## src/rtl/seed_round_seq.sv

```systemverilog
// Start/busy/done round sequencer for the SEED datapath: steps phase and round
// counters on each unstalled clk_en and presents the subkey index for the chosen direction.
module seed_round_seq #(
  parameter int NUM_ROUNDS = 16,
  parameter int PHASES     = 2,
  parameter int ROUND_W    = 4,
  parameter int PHASE_W    = 1
) (
  input  logic               clk,
  input  logic               reset,
  input  logic               clk_en,
  input  logic               start,
  input  logic               mode,
  input  logic               hold,
  output logic [ROUND_W-1:0] round_idx,
  output logic [ROUND_W-1:0] key_idx,
  output logic [PHASE_W-1:0] phase,
  output logic               busy,
  output logic               first_round,
  output logic               last_round,
  output logic               done
);

  typedef enum logic [1:0] {
    ST_IDLE = 2'd0,
    ST_RUN  = 2'd1,
    ST_DONE = 2'd2
  } state_e;

  localparam logic [ROUND_W-1:0] LAST_ROUND = ROUND_W'(NUM_ROUNDS - 1);
  localparam logic [PHASE_W-1:0] LAST_PHASE = PHASE_W'(PHASES - 1);

  state_e             state_q, state_d;
  logic [ROUND_W-1:0] round_q, round_d;
  logic [PHASE_W-1:0] phase_q, phase_d;
  logic               mode_q, mode_d;
  logic               adv;

  assign adv = clk_en & ~hold;

  // Next-state decode: round and phase are separate counters, phase wraps into round.
  always_comb begin
    state_d = state_q;
    round_d = round_q;
    phase_d = phase_q;
    mode_d  = mode_q;
    case (state_q)
      ST_IDLE: begin
        if (start) begin
          state_d = ST_RUN;
          round_d = {ROUND_W{1'b0}};
          phase_d = {PHASE_W{1'b0}};
          mode_d  = mode;
        end else begin
          state_d = ST_IDLE;
        end
      end
      ST_RUN: begin
        if (!adv) begin
          state_d = ST_RUN;
        end else if (phase_q != LAST_PHASE) begin
          phase_d = phase_q + PHASE_W'(1);
        end else if (round_q != LAST_ROUND) begin
          phase_d = {PHASE_W{1'b0}};
          round_d = round_q + ROUND_W'(1);
        end else begin
          // Final advance: counters keep their last values through DONE and IDLE.
          state_d = ST_DONE;
        end
      end
      ST_DONE: begin
        state_d = ST_IDLE;
      end
      default: begin
        state_d = ST_IDLE;
      end
    endcase
  end

  // State registers with synchronous reset dominating every input.
  always_ff @(posedge clk) begin
    if (reset) begin
      state_q <= ST_IDLE;
      round_q <= {ROUND_W{1'b0}};
      phase_q <= {PHASE_W{1'b0}};
      mode_q  <= 1'b0;
    end else begin
      state_q <= state_d;
      round_q <= round_d;
      phase_q <= phase_d;
      mode_q  <= mode_d;
    end
  end

  assign round_idx   = round_q;
  assign phase       = phase_q;
  assign key_idx     = mode_q ? (LAST_ROUND - round_q) : round_q;
  assign busy        = (state_q == ST_RUN);
  assign first_round = busy && (round_q == {ROUND_W{1'b0}});
  assign last_round  = busy && (round_q == LAST_ROUND);
  assign done        = (state_q == ST_DONE);

endmodule

```

## config.mk

```make
export PLATFORM = sky130hd
export DESIGN_NAME = seed_round_seq
export DESIGN_NICKNAME = d
export VERILOG_FILES = /design/src/rtl/seed_round_seq.sv
export SDC_FILE = /design/constraint.sdc
export NUM_CORES = 1
export LEC_CHECK = 0
export BUFFER_PORTS_ARGS = -buffer_cell sky130_fd_sc_hd__buf_2
export CAP_MARGIN = 40
export CORE_UTILIZATION = 35
export DETAILED_ROUTE_END_ITERATION = 8
export GPL_ROUTABILITY_DRIVEN = 0
export MAX_ROUTING_LAYER = met4
export PLACE_DENSITY = 0.62
export SYNTH_ARGS = -nofsm -noshare
export SYNTH_HDL_FRONTEND = slang
export SYNTH_SLANG_ARGS = --single-unit
```

## constraint.sdc

```tcl
create_clock -name clk -period 1.73 [get_ports clk]
set_clock_uncertainty 0.05 [all_clocks]
set_input_delay 0 -clock clk [delete_from_list [all_inputs] [get_ports clk]]
set_output_delay 0 -clock clk [all_outputs]
set_load 0.01 [all_outputs]
```

==> summary.md <==
### Final layout
* 36.3% — ratio of cells with drive above 1 in the final layout
* 0 — number of antenna diodes
* 90 — net count reported at finish
* 31.3% — Area growth, synth to finish
* 95 — Non-Filler Instances

### Clock network
* 3 — Num CTS Buffers
* 2 — number of buffers between clock root and the deepest sink
* 0.06 ns — clock slew at reported path FFs
* 0 — buffers inserted by post-CTS timing repair
* 0.27 ns — clock latency on the worst-skew pair
* built — TritonCTS clock tree
* clkbuf_4 — root buffer selected by CTS
* 1 — number of H-tree branching levels
* 8 — Sinks on Clock Net

### Routing
* 529 um — total met2 wirelength after detailed routing
* 0 — residual antenna-violating net count after detailed routing
* 5.13 — Via density
* 68 um — met3 wire length
* 7 — Iter 0 DRT Violations
* 540 um — Met1 Routed Length
* 1.14 mm — final WL
* met3 — Top Layer Used
* 487 — vias after detailed routing
* 0 — DRC Markers
* 4 — iteration count of the initial detailed-routing pass
* 12.0 um — WL/cell

### GRT
* 10 — largest net degree at the start of global routing
* 0 — residual overflow from global routing
* 1.90 mm — first-pass GRT wire length
* 439 — via count of the first global-routing pass
* 19.2% — total track usage
* 0 — antenna violations before repair

### Power
* 0.300 mV — worst vdd rail ir drop
* 0.311 nW — cell leakage power
* 643 nW/um2 — pwr/cell area
* 28.2% — sw frac
* 16.4% — combinational share of power
* 36.4% — share of power burned in the clock network
* 0.119 mW — switching component of the power
* 0.303 mW — cell internal pwr
* 47.2% — share of power burned in registers

### Floorplanning
* 19 — I/O pin count
* 1320 um2 — core area
* 38.0% — initial core utilization
* 39.8 um — chip width
* 1590 um2 — area enclosed by the die boundary
* 39.8 um — height of the chip
* 13 — Cell Rows

### Timing
* 76.6% — Rel. slew slack
* 0 — final slew viol count
* 1.53 ns — final critical delay including setup and external delays
* 88.2% — Tcrit/Tclk final
* 655 MHz — maximum frequency from static timing analysis
* no — setup repair after global routing missed its margin
* 0.350 ns — actual transition at the worst max-transition pin
* 0 — final hold violation count
* 0 — number of failing setup endpoints in the final timing report
* 0 ns — sum of negative setup slack

### Flow run
* 0 — # Max-Cap Violations

### Worst setup path
* 5 — Reg2Reg Depth
* reg -> reg — Worst Path Class, Setup
* state_q[0]$_SDFFE_PP0P_ — worst reg2reg path startpoint
* flop — endpoint type of the worst setup path
* mode_q$_SDFFE_PP0P_ — reg-to-reg critical path endpoint
* 0.20 ns — register-to-register setup slack
* 0.56 ns — Critical Path Max Stage Delay
* state_q[0]$_SDFFE_PP0P_ — crit path launch
* 1.89 ns — Crit path required time
* nand2b_4 > nor2_1 > nand2_1 > a21oi_1 > dlygate4sd3_1 — worst-path cell chain
* flop — startpoint kind of the worst setup timing path
* mode_q$_SDFFE_PP0P_ — crit path capture
* 1.69 ns — endpoint arrival time on the critical path
* 7 — worst-path maximum fanout
* dlygate4sd3_1 — crit path max-delay cell type

### Logic synthesis
* 8 — Yosys reg bits
* 58 — post-synthesis instance total
* 0 — number of synthesized flops with an enable pin
* dfxtp_1 (32%), xor2_1 (7.0%), ha_1 (5.0%), nand2_1 (4.5%), nand4b_1 (3.5%) — most area-consuming cells after synthesis
* 500 um2 — Mapped Area
* 0% — proportion of register bits with asynchronous set or reset after synthesis
* 32.0% — top-area cell type share of the netlist area
* dfxtp_1 — leading cell type by number of instances after synthesis
* dfxtp_1 — area leader, netlist
* dfxtp_1 (8), nand2_1 (6), inv_1 (4), nor2_1 (4), xor2_1 (4) — most frequent cells after synthesis
* 30 — distinct cell type count of the synthesized netlist
* dfxtp_1 — most frequently used flop master after synthesis
* 8.63 um2 — Avg Inst Size Synth
* 32.0% — post-synthesis sequential area ratio
* 66 — net count after synthesis
* 0 — count of warnings emitted by yosys

### Place
* 810 um — Post-DP HPWL
* 89 — DP Cell Count
* 18 — count of buffers inserted at the top-level ports

### Hold path
* in -> reg — Hold Path Class

### Status
* completed — run status

[metrics by stage]
| stage | util [%] | hold WS [ns] | setup WS, ns | power [mW] | instance area [um2] |
|---|---|---|---|---|---|
| after floorplan | - | 0.0191 | 0.320 | 0.239 | 500 |
| after global placement | 45.4 | 0.202 | 0.315 | 0.263 | 598 |
| after detailed placement | 45.4 | 0.199 | 0.250 | 0.265 | 598 |
| after CTS | 49.4 | 0.0822 | 0.0743 | 0.423 | 651 |
| after global routing | 49.9 | 0.0501 | 0.0525 | 0.444 | 657 |
| final | 49.9 | 0.0295 | 0.203 | 0.422 | 657 |
[power by group through the flow]
stage	Combinational, mW	Sequential, mW	Clock [mW]
2_1_floorplan	0.0389	0.200	0
3_3_place_gp	0.0609	0.202	0
3_5_place_dp	0.0620	0.203	0
4_1_cts	0.0675	0.199	0.157
5_1_grt	0.0796	0.201	0.164
6_report	0.0692	0.199	0.154
[routing by layer]
metal | vias up | GRT usage (%)
li1 | 250 | -
met1 | 222 | 23.6
met2 | 15 | 28.3
met3 | 0 | 8.52
met4 | 0 | 5.17
met5 | - | -
[flip-flops by register name, indices dropped and copies added (netlist names)]
name	flops
phase	1
mode_q	1
round_idx	4
state_q	2
[cell usage in the layout (no fill, tap or decap), types with 3 or more instances in the layout]
master,n
xor2_1,4
inv_1,4
buf_2,18
nand2_1,6
clkbuf_4,3
nand3_1,3
dfxtp_1,7
nor2_1,4
dlygate4sd3_1,3
[worst max-delay path, delay by kind of cell, from the launching register on]
| kind | cells | cell delay, ns |
|---|---|---|
| AND/OR/NAND/NOR | 3 | 0.39 |
| buffers and inverters | 1 | 0.56 |
| flip-flops | 1 | 0.36 |
| AO/OA/AOI/OAI | 1 | 0.12 |
[worst min path at each step]
stage | start | endpoint | slack, ns | cells after the start
finish | start | state_q[0]$_SDFFE_PP0P_ | 0.03 | 3
global route | start | state_q[0]$_SDFFE_PP0P_ | 0.05 | 3
CTS | start | state_q[0]$_SDFFE_PP0P_ | 0.08 | 3
detailed placement | mode | mode_q$_SDFFE_PP0P_ | 0.20 | 3
global placement | mode | mode_q$_SDFFE_PP0P_ | 0.20 | 3
floorplan | reset | mode_q$_SDFFE_PP0P_ | 0.02 | 1
[what timing repair did]
action                                 CTS  global route
setup endpoints to repair                0             1
hold buffers                             3             0
resized for setup                        0             2
endpoints found under the hold margin    5             0
[kinds of logic after synthesis]
group                      share of synthesized area (%)
xor gates and xnor gates                            7.00
buffers and inverters                               6.25
AOI/OAI and AO/OA                                   17.8
DFF                                                 32.0
and+or+nand+nor                                     32.0
adders and majority gates                           5.00
[area by class of cell]
type	count	area, um2
inverters	5	20.0
well taps	15	18.8
fillers	128	661
clock buffers	3	22.5
flip-flops and latches	8	161
multi-input cells	43	314
repair buffers	21	120
No activity file was read; power rests on OpenSTA's default activity.
